--- config.mk ---
export PLATFORM = sky130hd
export DESIGN_NAME = sdram_traffic_gen
export DESIGN_NICKNAME = d
export VERILOG_FILES = /design/src/rtl/sdram_tg_pkg.sv /design/src/rtl/sdram_tg_pattern.sv /design/src/rtl/sdram_traffic_gen.sv
export SDC_FILE = /design/constraint.sdc
export NUM_CORES = 1
export LEC_CHECK = 0
export ABC_AREA = 1
export ABC_CLOCK_PERIOD_IN_PS = 2400
export BUFFER_PORTS_ARGS = -buffer_cell sky130_fd_sc_hd__buf_2
export CAP_MARGIN = 40
export CORE_ASPECT_RATIO = 0.8
export CORE_MARGIN = 8
export CORE_UTILIZATION = 53
export DETAILED_ROUTE_END_ITERATION = 10
export PLACE_DENSITY_LB_ADDON = 0.15
export SYNTH_ARGS = -nofsm -noshare
export SYNTH_HDL_FRONTEND = slang
export SYNTH_HIERARCHICAL = 1
export SYNTH_SLANG_ARGS = --single-unit
export TNS_END_PERCENT = 20
--- constraint.sdc ---
create_clock -name fpga_clk -period 2.4 [get_ports fpga_clk]
set_clock_uncertainty 0.05 [all_clocks]
set_input_delay 0.36 -clock fpga_clk [delete_from_list [all_inputs] [get_ports fpga_clk]]
set_output_delay 0.36 -clock fpga_clk [all_outputs]
set_load 0.05 [all_outputs]
--- src/rtl/sdram_tg_pkg.sv ---
// Shared types and helpers for the SDRAM traffic generator: FSM encoding,
// run-mode constants and the address-derived data pattern.
package sdram_tg_pkg;

  typedef enum logic [2:0] {
    ST_IDLE,
    ST_WR_REQ,
    ST_WR_GAP,
    ST_RD_REQ,
    ST_RD_GAP,
    ST_FIN,
    ST_ABORT
  } tg_state_t;

  localparam logic MODE_BLOCK      = 1'b0;
  localparam logic MODE_INTERLEAVE = 1'b1;

  // Widest data/address the pattern helper handles; callers truncate.
  localparam int unsigned PAT_MAX_W = 64;

  // data(a) = seed ^ a ^ (a[7:0] placed in the top byte of the data word).
  function automatic logic [PAT_MAX_W-1:0] tg_pattern(
    input logic [PAT_MAX_W-1:0] seed,
    input logic [PAT_MAX_W-1:0] addr,
    input int unsigned          data_width
  );
    logic [PAT_MAX_W-1:0] top_byte;
    top_byte = {{(PAT_MAX_W-8){1'b0}}, addr[7:0]} << (data_width - 8);
    return seed ^ addr ^ top_byte;
  endfunction

endpackage

--- src/rtl/sdram_tg_pattern.sv ---
// Combinational index -> (address, data) generator; shared by the write path
// and the read-compare path so both always agree on the expected word.
module sdram_tg_pattern
  import sdram_tg_pkg::*;
#(
  parameter int unsigned                 FPGA_ADDR_WIDTH = 23,
  parameter int unsigned                 FPGA_DATA_WIDTH = 32,
  parameter int unsigned                 IDX_WIDTH       = 4,
  parameter int unsigned                 ADDR_STRIDE     = 1,
  parameter logic [FPGA_ADDR_WIDTH-1:0]  BASE_ADDR       = '0,
  parameter logic [FPGA_DATA_WIDTH-1:0]  SEED            = 32'hA5A5_0000
) (
  input  logic [IDX_WIDTH-1:0]       idx,
  output logic [FPGA_ADDR_WIDTH-1:0] addr,
  output logic [FPGA_DATA_WIDTH-1:0] data
);

  // Address arithmetic is done wide and truncated so large bases wrap cleanly.
  always_comb begin
    addr = FPGA_ADDR_WIDTH'(64'(BASE_ADDR) + 64'(idx) * 64'(ADDR_STRIDE));
    data = FPGA_DATA_WIDTH'(tg_pattern(PAT_MAX_W'(SEED), PAT_MAX_W'(addr),
                                       FPGA_DATA_WIDTH));
  end

endmodule

--- src/rtl/sdram_traffic_gen.sv ---
// Write/read-back traffic generator for the sdram_controller host port:
// FSM, transfer index, ack watchdog and sticky run-result registers.
module sdram_traffic_gen
  import sdram_tg_pkg::*;
#(
  parameter int unsigned                 FPGA_ADDR_WIDTH = 23,
  parameter int unsigned                 FPGA_DATA_WIDTH = 32,
  parameter int unsigned                 NUM_XFERS       = 16,
  parameter int unsigned                 ADDR_STRIDE     = 1,
  parameter logic [FPGA_ADDR_WIDTH-1:0]  BASE_ADDR       = '0,
  parameter logic [FPGA_DATA_WIDTH-1:0]  SEED            = 32'hA5A5_0000,
  parameter int unsigned                 ACK_TIMEOUT     = 1024,
  parameter int unsigned                 ERR_CNT_WIDTH   = 16
) (
  input  logic                       fpga_clk,
  input  logic                       fpga_reset,
  input  logic                       start,
  input  logic                       mode,
  output logic [FPGA_ADDR_WIDTH-1:0] fpga_addr,
  output logic                       fpga_wr_en,
  output logic [FPGA_DATA_WIDTH-1:0] fpga_wr_data,
  output logic                       fpga_rd_en,
  output logic                       fpga_req,
  input  logic                       fpga_ack,
  input  logic [FPGA_DATA_WIDTH-1:0] fpga_rd_data,
  output logic                       busy,
  output logic                       done,
  output logic                       pass,
  output logic                       timeout,
  output logic [ERR_CNT_WIDTH-1:0]   err_count,
  output logic [FPGA_ADDR_WIDTH-1:0] first_err_addr
);

  localparam int unsigned IDX_W = (NUM_XFERS > 1) ? $clog2(NUM_XFERS) : 1;
  localparam int unsigned WD_W  = $clog2(ACK_TIMEOUT);

  localparam logic [IDX_W-1:0] LAST_IDX = IDX_W'(NUM_XFERS - 1);
  localparam logic [WD_W-1:0]  WD_LAST  = WD_W'(ACK_TIMEOUT - 1);

  tg_state_t state_q, state_d;

  logic [IDX_W-1:0]           idx_q;
  logic [WD_W-1:0]            wd_q;
  logic                       mode_q;
  logic                       run_start;
  logic                       idx_inc;
  logic                       idx_clr;
  logic                       rd_mismatch;
  logic [FPGA_ADDR_WIDTH-1:0] pat_addr;
  logic [FPGA_DATA_WIDTH-1:0] pat_data;

  sdram_tg_pattern #(
    .FPGA_ADDR_WIDTH (FPGA_ADDR_WIDTH),
    .FPGA_DATA_WIDTH (FPGA_DATA_WIDTH),
    .IDX_WIDTH       (IDX_W),
    .ADDR_STRIDE     (ADDR_STRIDE),
    .BASE_ADDR       (BASE_ADDR),
    .SEED            (SEED)
  ) u_pattern (
    .idx  (idx_q),
    .addr (pat_addr),
    .data (pat_data)
  );

  // NOTE: sequential state uses non-blocking assignments only, so every flop
  // samples the pre-edge value of every other flop regardless of block order.
  always_ff @(posedge fpga_clk or posedge fpga_reset) begin
    if (fpga_reset) state_q <= ST_IDLE;
    else            state_q <= state_d;
  end

  // Host outputs decode straight from the state register, so an async reset
  // drops the request strobes without waiting for a clock edge.
  always_comb begin
    // NOTE: every signal written here gets a default first; a missed branch
    // would otherwise infer a latch.
    state_d      = state_q;
    run_start    = 1'b0;
    idx_inc      = 1'b0;
    idx_clr      = 1'b0;
    fpga_req     = 1'b0;
    fpga_wr_en   = 1'b0;
    fpga_rd_en   = 1'b0;

    unique case (state_q)
      ST_IDLE: begin
        if (start) begin
          run_start = 1'b1;
          state_d   = ST_WR_REQ;
        end
      end
      ST_WR_REQ: begin
        fpga_req   = 1'b1;
        fpga_wr_en = 1'b1;
        if (fpga_ack)              state_d = ST_WR_GAP;
        else if (wd_q == WD_LAST)  state_d = ST_ABORT;
      end
      ST_WR_GAP: begin
        if (mode_q == MODE_INTERLEAVE) begin
          state_d = ST_RD_REQ;
        end else if (idx_q == LAST_IDX) begin
          idx_clr = 1'b1;
          state_d = ST_RD_REQ;
        end else begin
          idx_inc = 1'b1;
          state_d = ST_WR_REQ;
        end
      end
      ST_RD_REQ: begin
        fpga_req   = 1'b1;
        fpga_rd_en = 1'b1;
        if (fpga_ack)              state_d = ST_RD_GAP;
        else if (wd_q == WD_LAST)  state_d = ST_ABORT;
      end
      ST_RD_GAP: begin
        if (idx_q == LAST_IDX) begin
          state_d = ST_FIN;
        end else begin
          idx_inc = 1'b1;
          state_d = (mode_q == MODE_INTERLEAVE) ? ST_WR_REQ : ST_RD_REQ;
        end
      end
      ST_FIN:   state_d = ST_IDLE;
      ST_ABORT: state_d = ST_IDLE;
      default:  state_d = ST_IDLE;
    endcase
  end

  assign busy         = (state_q != ST_IDLE);
  assign fpga_addr    = fpga_req   ? pat_addr : '0;
  assign fpga_wr_data = fpga_wr_en ? pat_data : '0;
  assign rd_mismatch  = (state_q == ST_RD_REQ) && fpga_ack && (fpga_rd_data != pat_data);

  // Index and watchdog; the watchdog restarts on every entry to a REQ state
  // because every REQ state is entered from a non-REQ state.
  always_ff @(posedge fpga_clk or posedge fpga_reset) begin
    if (fpga_reset) begin
      idx_q  <= '0;
      wd_q   <= '0;
      mode_q <= MODE_BLOCK;
    end else begin
      if (run_start) begin
        idx_q  <= '0;
        mode_q <= mode;
      end else if (idx_clr) begin
        idx_q  <= '0;
      end else if (idx_inc) begin
        idx_q  <= idx_q + IDX_W'(1);
      end

      if (state_q == ST_WR_REQ || state_q == ST_RD_REQ) wd_q <= wd_q + WD_W'(1);
      else                                              wd_q <= '0;
    end
  end

  // Sticky run results, cleared only by an accepted start.
  always_ff @(posedge fpga_clk or posedge fpga_reset) begin
    if (fpga_reset) begin
      done           <= 1'b0;
      pass           <= 1'b0;
      timeout        <= 1'b0;
      err_count      <= '0;
      first_err_addr <= '0;
    end else if (run_start) begin
      done           <= 1'b0;
      pass           <= 1'b0;
      timeout        <= 1'b0;
      err_count      <= '0;
      first_err_addr <= '0;
    end else begin
      if (rd_mismatch) begin
        if (err_count != '1) err_count <= err_count + ERR_CNT_WIDTH'(1);
        if (err_count == '0) first_err_addr <= pat_addr;
      end
      if (state_q == ST_FIN) begin
        done <= 1'b1;
        pass <= (err_count == '0) && !timeout;
      end
      if (state_q == ST_ABORT) begin
        done    <= 1'b1;
        timeout <= 1'b1;
        pass    <= 1'b0;
      end
    end
  end

endmodule

==> results of run 1 <==
[cell families after synthesis]
group	Yosys count	synth area share [%]
compound gates	30	3.81
xor+xnor	31	6.13
fa+ha+maj	4	1.13
buf+inv	180	20.3
flops	60	33.9
other cells	2	0.170
simple gates	348	34.6
[placed cells by master, fill, tap and decap left out, drive strengths merged, types with 11 or more instances in the layout]
cell type	n
o21ai	12
conb	43
a21oi	13
buf	111
clkbuf	11
nor2	105
nor3	11
nand3	82
xnor2	25
nand2	139
dfrtp	60
inv	107
[worst max-delay path by stage]
stage,start,end,slack (ns)
after floorplan,state_q[2],fpga_wr_data[21],-0.02
after global placement,idx_q[2],first_err_addr[1],0.31
after detailed placement,err_count[0],err_count[0],0.35
after CTS,state_q[0],fpga_wr_data[31],0.06
after global routing,state_q[0],fpga_wr_data[0],0.07
final,state_q[0],fpga_wr_data[31],0.22
[cell type report]
type,instances,area share [%]
repair buffers,112,11.8
clock inverters,5,1.04
inverters,108,8.06
multi-input cells,456,44.2
clock buffers,11,2.60
flip-flops and latches,60,29.7
well taps,108,2.67
[what timing repair did]
item / 4_1_cts / 5_1_grt
hold buffers: 1 / 0
endpoints found under the hold margin: 8 / 0
setup endpoints to repair: 0 / 14
resized for setup: 0 / 2
[critical path, stage by stage (launching register included)]
cell and delay [ns]:
dfrtp_1 0.39, inv_1 0.12, nor2_4 0.14, inv_2 0.06, nor2_4 0.13, inv_4 0.16, nor2_1 0.13, buf_2 0.28
[routing by layer]
layer  vias to the layer above  global-route usage, %
met2                       118                   30.5
met1                      1857                   24.2
met3                         9                   6.90
met4                         0                   4.03
li1                       2107                      -
met5                         -                      0
[registers in the layout, summed over array words and instances (netlist names)]
register / flops
first_err_addr: 23
err_count: 16
wd_q: 10
idx_q: 4
state_q: 3
done: 1
mode_q: 1
pass: 1
timeout: 1
[power breakdown]
part | switching (mW) | leakage (nW) | total [mW] | internal, mW
sequential | 0.206 | 0.813 | 1.44 | 1.24
combinational | 3.09 | 1.88 | 3.85 | 0.751
clock | 0.399 | 0.0931 | 0.874 | 0.475
total | 3.70 | 2.78 | 6.16 | 2.46
==> flow_metrics.py, run 1 <==
metrics = {
    "outcome": {
        "outcome": "complete, no violations",
    },
    "finish": {
        "area_growth_pct": 14.3,
        "multi_input_area_um2": 2240,
        "finalNetCount": 788,
        "final_util_pct": 63.1,
        "fillers": 783,
        "insertedDiodeCount": 0,
        "final_area_um2": 5060,
        "regArea_um2": 1500,
        "drive_gt1_share_pct": 22.6,
        "final_cells": 860,
    },
    "logic_synthesis": {
        "synth_area_per_cell_um2": 6.76,
        "async_flop_share_pct": 100,
        "yosysTopAreaCell": "dfrtp_1",
        "yosysSeqAreaShare_pct": 33.9,
        "ys_ff_latch": 60,
        "ys_warn_count": 6,
        "synth_edf_count": 0,
        "synth_common_cells": "nand2_1 (133), nor2_1 (102), inv_1 (92)",
        "synth_cell_type_count": 35,
        "synth_cells": 655,
        "synth_area_leaders": "dfrtp_1 (34%), nand2_1 (11%), nand3_1 (9.0%)",
        "synth_ff_type": "dfrtp_1",
        "synth_top_cell_area_share_pct": 33.9,
        "syn-cell-area_um2": 4430,
        "synth.most_common_cell": "nand2_1",
    },
    "grt": {
        "grt_pass1_vias": 3950,
        "grt_max_degree": 33,
        "antenna_found_initial": 0,
        "grt_use_total_pct": 19.0,
        "overflow": 0,
        "grt_pass1_wl_um": 18500,
    },
    "sta": {
        "setup_slack_ns": 0.223,
        "post-route-period-util_pct": 90.7,
        "slew_violations": 0,
        "relSlewSlack_pct": 35.2,
        "rsz0062_at_grt": "false",
        "hold-worst-slack_ns": 0.185,
        "finalSetupViolCount": 0,
        "final.setup.tns_ns": 0,
        "timing.fmax_mhz": 459,
        "finalHoldViolations": 0,
        "finalCriticalPeriod_ns": 2.18,
        "worst_pin_slew_ns": 0.968,
    },
    "hold_path": {
        "worstHoldPathCells": 3,
        "hold_class": "in2reg",
        "hold_start": "mode",
        "hold_end": "mode_q",
    },
    "setup_path": {
        "crit_type": "reg2out",
        "rr_startpoint": "err_count[0]",
        "reg2reg_depth": 12,
        "end_kind": "output pin",
        "crit_fanout": 32,
        "rr_endpoint": "err_count[3]",
        "start_kind": "register",
        "ff2ff_setup_slack_ns": 0.31,
        "critPathArrivalTime_ns": 1.77,
        "required_ns": 1.99,
    },
    "clocking": {
        "cts.root.buffer_cell": "clkbuf_8",
        "cts_made_buffers": 9,
        "worstSkewPairLatency_ns": 0.34,
        "clock_sinks": 60,
        "postCtsSetupBuffers": 0,
        "path_clk_slew_ns": 0.07,
        "htreeDepth": 3,
        "cts_tree": "done",
        "cts_buffer_depth": 2,
    },
    "floorplan": {
        "rows": 29,
        "pin_count": 138,
        "core_region_area_um2": 8020,
        "dieArea_um2": 11600,
        "die_w_um": 118,
        "initial_utilization_pct": 55.2,
        "die_h_um": 97.8,
    },
    "place": {
        "portBuffers": 100,
        "hpwlAfterDp_um": 8450,
        "dp_slack_ns": 0.353,
        "finalWeightedCongestion": 0.880,
        "placed_area_um2": 4860,
        "place_inst": 843,
    },
    "routing": {
        "maxUsedRoutingLayer": "met4",
        "wl_per_cell_um": 12.5,
        "ant_nets": 0,
        "num_vias": 4091,
        "drc": 0,
        "firstDrtPassIters": 5,
        "wl_met3_um": 791,
        "totalWireLength_um": 10800,
        "met1_length_um": 4930,
        "drtIter0Drc": 221,
        "met2_length_um": 4980,
        "via_per_inst": 4.76,
    },
    "pwr": {
        "p_per_area_nw_per_um2": 1220,
        "vdd_drop_max_mv": 1.03,
        "p_leak_nw": 2.78,
        "totalPowerFinal_mw": 6.16,
    },
    "job": {
        "maxCapViolCount": 0,
    },
}
No activity file was read; power rests on OpenSTA's default activity.
==> inputs of run 2 (changes only) <==
GPL_TIMING_DRIVEN = 0   (was unset)
==> run 2 against run 1 <==
  * Sequential power hardly changed
  * Combinational power is 5.5% higher
  * Global-route usage is 1.7 points higher
  * Cell area up 9.5%
==> flow_metrics.py, run 2 (same netlist as run 1, synthesis figures left out) <==
metrics = {
    "finish": {
        "regMostFlops": "first_err_addr",
        "layout_common_cells": "nand2_1 (133), buf_2 (102), inv_1 (91)",
        "finalNetCount": 849,
        "largest_reg_flops": 23,
        "reg_top3": "first_err_addr (23), err_count (16), wd_q (10)",
        "final_area_um2": 5540,
        "final_cells": 921,
        "fillers": 738,
        "layout_commonest_cell": "nand2_1",
        "area_growth_pct": 25.1,
        "insertedDiodeCount": 0,
        "drive_gt1_share_pct": 27.9,
    },
    "grt": {
        "grt_use_total_pct": 20.8,
        "overflow": 0,
        "grt_pass1_wl_um": 20200,
        "grt_max_degree": 37,
        "antenna_found_initial": 0,
        "grt_pass1_vias": 4318,
    },
    "job": {
        "maxCapViolCount": 0,
    },
    "routing": {
        "num_vias": 4413,
        "wl_per_cell_um": 13.1,
        "via_per_inst": 4.79,
        "totalWireLength_um": 12100,
        "drc": 0,
        "ant_nets": 0,
        "firstDrtPassIters": 4,
        "drtIter0Drc": 243,
    },
    "floorplan": {
        "die_h_um": 97.8,
        "initial_utilization_pct": 55.2,
        "pin_count": 138,
        "core_region_area_um2": 8020,
        "die_w_um": 118,
        "rows": 29,
        "dieArea_um2": 11600,
    },
    "setup_path": {
        "crit_type": "reg2out",
        "reg2reg_depth": 11,
        "critPathArrivalTime_ns": 1.86,
        "rr_startpoint": "idx_q[1]",
        "start_kind": "register",
        "end_kind": "output pin",
        "ff2ff_setup_slack_ns": 0.27,
        "required_ns": 1.99,
        "crit_fanout": 10,
        "rr_endpoint": "first_err_addr[2]",
        "critPathLaunch": "state_q[0]",
    },
    "sta": {
        "slew_violations": 0,
        "post-route-period-util_pct": 94.5,
        "finalSetupViolCount": 0,
        "finalCriticalPeriod_ns": 2.27,
        "timing.fmax_mhz": 441,
        "rsz0062_at_grt": "false",
        "relSlewSlack_pct": 34.1,
        "finalHoldViolations": 0,
        "final.setup.tns_ns": 0,
        "worst_pin_slew_ns": 0.985,
    },
    "clocking": {
        "cts_tree": "done",
        "cts.root.buffer_cell": "clkbuf_8",
        "cts_made_buffers": 9,
        "htreeDepth": 3,
        "worstSkewPairLatency_ns": 0.33,
        "ctsResizeCount": 1,
        "path_clk_slew_ns": 0.07,
        "cts-hold-fix-buffers": 0,
        "cts_buffer_depth": 2,
        "postCtsSetupBuffers": 0,
        "clock_sinks": 60,
    },
    "place": {
        "placed_area_um2": 5280,
        "portBuffers": 100,
        "hpwlAfterDp_um": 9540,
        "place_inst": 905,
        "finalWeightedCongestion": 0.924,
    },
    "pwr": {
        "vdd_drop_max_mv": 0.970,
        "totalPowerFinal_mw": 6.57,
        "p_per_area_nw_per_um2": 1190,
        "p_leak_nw": 3.09,
    },
    "outcome": {
        "outcome": "complete, no violations",
    },
    "hold_path": {
        "hold_class": "in2async",
    },
}
## run 2: changes by cell type in the layout (fill, tap and decap cells not counted), moves of 2 or more
| cell | change |
|---|---|
| buf_1 | +2 |
| buf_2 | +2 |
| buf_4 | +43 |
| clkbuf_1 | +3 |
| clkbuf_4 | +8 |
| clkbuf_8 | +3 |
## run 2: cell type report
class / count / area (um2) / share of cell area [%]
Multi-Input combinational cell: 456 / 2230 / 40.2
Timing Repair Buffer: 101 / 541 / 9.75
Clock inverter: 4 / 70.1 / 1.26
Inverter: 108 / 405 / 7.32
Tap cell: 108 / 135 / 2.44
Sequential cell: 60 / 1500 / 27.1
Buffer: 72 / 497 / 8.96
Clock buffer: 12 / 165 / 2.98
## run 2: metrics by stage
stage / setup WS [ns] / utilization, % / hold WS (ns)
after floorplan: -0.0249 / - / 0.383
after global placement: -0.264 / 65.6 / 0.400
after detailed placement: 0.275 / 65.9 / 0.405
after CTS: 0.0155 / 68.8 / 0.0361
after global routing: 0.00415 / 69.1 / 0.0587
final: 0.132 / 69.1 / 0.0272
## run 2: per-layer routing
metal | vias to the layer above | track usage, % | part of all wire, %
li1 | 2228 | - | -
met3 | 18 | 6.50 | 8.2
met5 | - | 0 | 0
met4 | 0 | 6.39 | 1.5
met1 | 2009 | 25.1 | 43
met2 | 158 | 34.7 | 47
## run 2: how the worst max path moves through the flow
| stage | end | cells after the start |
|---|---|---|
| floorplan | fpga_wr_data[21] | 6 |
| global placement | first_err_addr[5] | 2 |
| detailed placement | first_err_addr[20] | 11 |
| CTS | fpga_wr_data[3] | 8 |
| global route | fpga_wr_data[21] | 8 |
| finish | fpga_wr_data[21] | 8 |
## run 2: report_power, final
group	internal (mW)	total (mW)	switching [mW]
Sequential	1.24	1.45	0.213
Clock	0.666	1.07	0.401
Combinational	0.878	4.06	3.18
## run 2: worst max-delay path: stages, from the launching register on
cell     delay (ns)
dfrtp_1        0.40
inv_1          0.12
nor2_4         0.14
inv_2          0.09
nor2_4         0.12
inv_2          0.07
buf_2          0.21
nor2_2         0.10
buf_2          0.26
==> inputs of run 3 (changes only) <==
ABC_CLOCK_PERIOD_IN_PS = 2900   (was 2400)
CORE_UTILIZATION = 57   (was 53)
clock period = 2.9 ns   (was 2.4 ns; I/O delays follow)
==> run 3 against run 2 <==
  * Sequential share of layout area rose by 0.39 points
  * Setup slack improved by 0.22 ns
  * Utilization rose by 4.1 points
  * Combinational power fell by 19%
  * Critical path type unchanged
  * Largest cell class unchanged
==> flow_metrics.py, run 3 (same netlist as run 1, synthesis figures left out) <==
metrics = {
    "outcome": {
        "outcome": "complete, no violations",
    },
    "grt": {
        "antenna_found_initial": 0,
        "overflow": 0,
        "grt_use_total_pct": 22.6,
        "grt_pass1_wl_um": 19900,
        "grt_pass1_vias": 4331,
        "grt_max_degree": 36,
    },
    "setup_path": {
        "required_ns": 2.41,
        "critPathArrivalTime_ns": 2.06,
        "crit_type": "reg2out",
        "critical_path.max_stage_delay_ns": 0.39,
        "critPathLaunch": "state_q[0]",
        "rr_startpoint": "idx_q[1]",
        "critPathCapture": "fpga_wr_data[26]",
        "end_kind": "output pin",
        "crit_path_cell_trace": "inv_1 > nor2_2 > inv_2 > nor2_2 > inv_2 > clkbuf_1 > nor2_1 > buf_2",
        "crit_cells": 8,
        "start_kind": "register",
        "ff2ff_setup_slack_ns": 0.76,
        "cp_slowest_cell": "dfrtp_1",
        "crit_buf_inv": 5,
        "reg2reg_depth": 13,
        "crit_family": "buffers and inverters",
        "rr_endpoint": "first_err_addr[6]",
        "crit_fanout": 10,
    },
    "clocking": {
        "postCtsSetupBuffers": 0,
        "htreeDepth": 3,
        "worstSkewPairLatency_ns": 0.33,
        "path_clk_slew_ns": 0.07,
        "ctsResizeCount": 0,
        "cts_made_buffers": 9,
        "cts_buffer_depth": 2,
        "cts_tree": "done",
        "clock_sinks": 60,
        "cts.root.buffer_cell": "clkbuf_8",
        "cts-hold-fix-buffers": 0,
    },
    "place": {
        "dp_slack_ns": 0.743,
        "hpwlAfterDp_um": 9420,
        "place_inst": 902,
        "finalWeightedCongestion": 0.870,
        "portBuffers": 100,
    },
    "sta": {
        "finalCriticalPeriod_ns": 2.55,
        "slew_violations": 0,
        "finalSetupViolCount": 0,
        "final.setup.tns_ns": 0,
        "finalHoldViolations": 0,
        "rsz0062_at_grt": "false",
        "worst_pin_slew_ns": 0.932,
        "post-route-period-util_pct": 87.9,
        "relSlewSlack_pct": 37.7,
        "setup_slack_ns": 0.352,
        "timing.fmax_mhz": 392,
    },
    "finish": {
        "drive_gt1_share_pct": 26.0,
        "largest_reg_flops": 23,
        "layout_commonest_cell": "nand2_1",
        "insertedDiodeCount": 0,
        "final_cells": 917,
        "layout_common_cells": "nand2_1 (133), buf_2 (107), nor2_1 (100)",
        "reg_top3": "first_err_addr (23), err_count (16), wd_q (10)",
        "finalNetCount": 849,
        "regMostFlops": "first_err_addr",
        "fillers": 662,
        "area_growth_pct": 23.4,
    },
    "pwr": {
        "totalPowerFinal_mw": 5.32,
        "p_per_area_nw_per_um2": 974,
        "power_frac_seq_pct": 22.4,
        "switching_share_pct": 57.9,
        "combPwrFrac_pct": 61.6,
        "p_clk_share_pct": 16.0,
        "vdd_drop_max_mv": 0.725,
        "p_leak_nw": 3.08,
        "switchingPower_mw": 3.08,
        "p_int_mw": 2.24,
    },
    "routing": {
        "ant_nets": 0,
        "firstDrtPassIters": 4,
        "via_per_inst": 4.72,
        "num_vias": 4325,
        "totalWireLength_um": 11800,
        "drc": 0,
        "wl_per_cell_um": 12.8,
        "drtIter0Drc": 134,
    },
    "floorplan": {
        "die_w_um": 115,
        "initial_utilization_pct": 59.3,
        "rows": 28,
        "core_region_area_um2": 7460,
        "dieArea_um2": 10900,
        "pin_count": 138,
        "die_h_um": 94.8,
    },
    "job": {
        "maxCapViolCount": 0,
    },
    "hold_path": {
        "hold_class": "in2async",
    },
}
[run 3: changes by cell type in the layout (fill, tap and decap cells not counted)]
cell and change:
buf_2 +5, clkbuf_4 -8, clkinvlp_4 +1, nor2_1 +12, clkbuf_8 -1, clkinv_2 -1
nor2_4 -2, nor2_2 -10, clkbuf_1 +3
[run 3: worst reg2reg max path: cells and delay by family, from the launching register on]
family / cells / cell delay, ns
buf+inv: 3 / 0.48
flops: 1 / 0.46
simple gates: 10 / 1.11
[run 3: final cells by class]
type	count	area, um2	share of cell area, %
buffer	72	493	9.02
clock buffer	11	151	2.77
clock inverter	4	72.6	1.33
inverter	108	405	7.42
multi-input combinational	456	2190	40.0
sequential	60	1500	27.5
tap	105	131	2.40
timing repair buffer	101	520	9.53
[run 3: metal layers]
layer  vias to the layer above  wire [um]  track usage (%)  part of all wire, %
li1                       2225          -                -                    -
met1                      1963       5140             27.0                   44
met2                       121       5550             38.7                   47
met3                        16        917             6.89                  7.8
met4                         0        170             6.41                  1.4
met5                         -          0                0                    0
[run 3: worst min path at each step]
stage,from,endpoint,slack (ns)
finish,fpga_reset,idx_q[1],0.20
global route,fpga_reset,first_err_addr[15],0.27
CTS,fpga_reset,first_err_addr[15],0.23
detailed placement,wd_q[0],wd_q[0],0.41
global placement,wd_q[0],wd_q[0],0.40
floorplan,wd_q[0],wd_q[0],0.38
[run 3: per-stage QoR]
| step | cell area (um2) | hold slack [ns] | util, % |
|---|---|---|---|
| floorplan | 4590 | 0.383 | - |
| global placement | 5220 | 0.403 | 69.9 |
| detailed placement | 5240 | 0.409 | 70.2 |
| CTS | 5460 | 0.226 | 73.2 |
| global route | 5460 | 0.274 | 73.2 |
| finish | 5460 | 0.199 | 73.2 |
[run 3: power by group through the flow]
stage	logic (mW)	clock network, mW	registers (mW)
floorplan	2.21	0	1.61
global placement	3.19	0	1.19
detailed placement	3.25	0	1.20
CTS	3.26	0.860	1.19
global route	3.52	0.898	1.22
finish	3.28	0.850	1.19
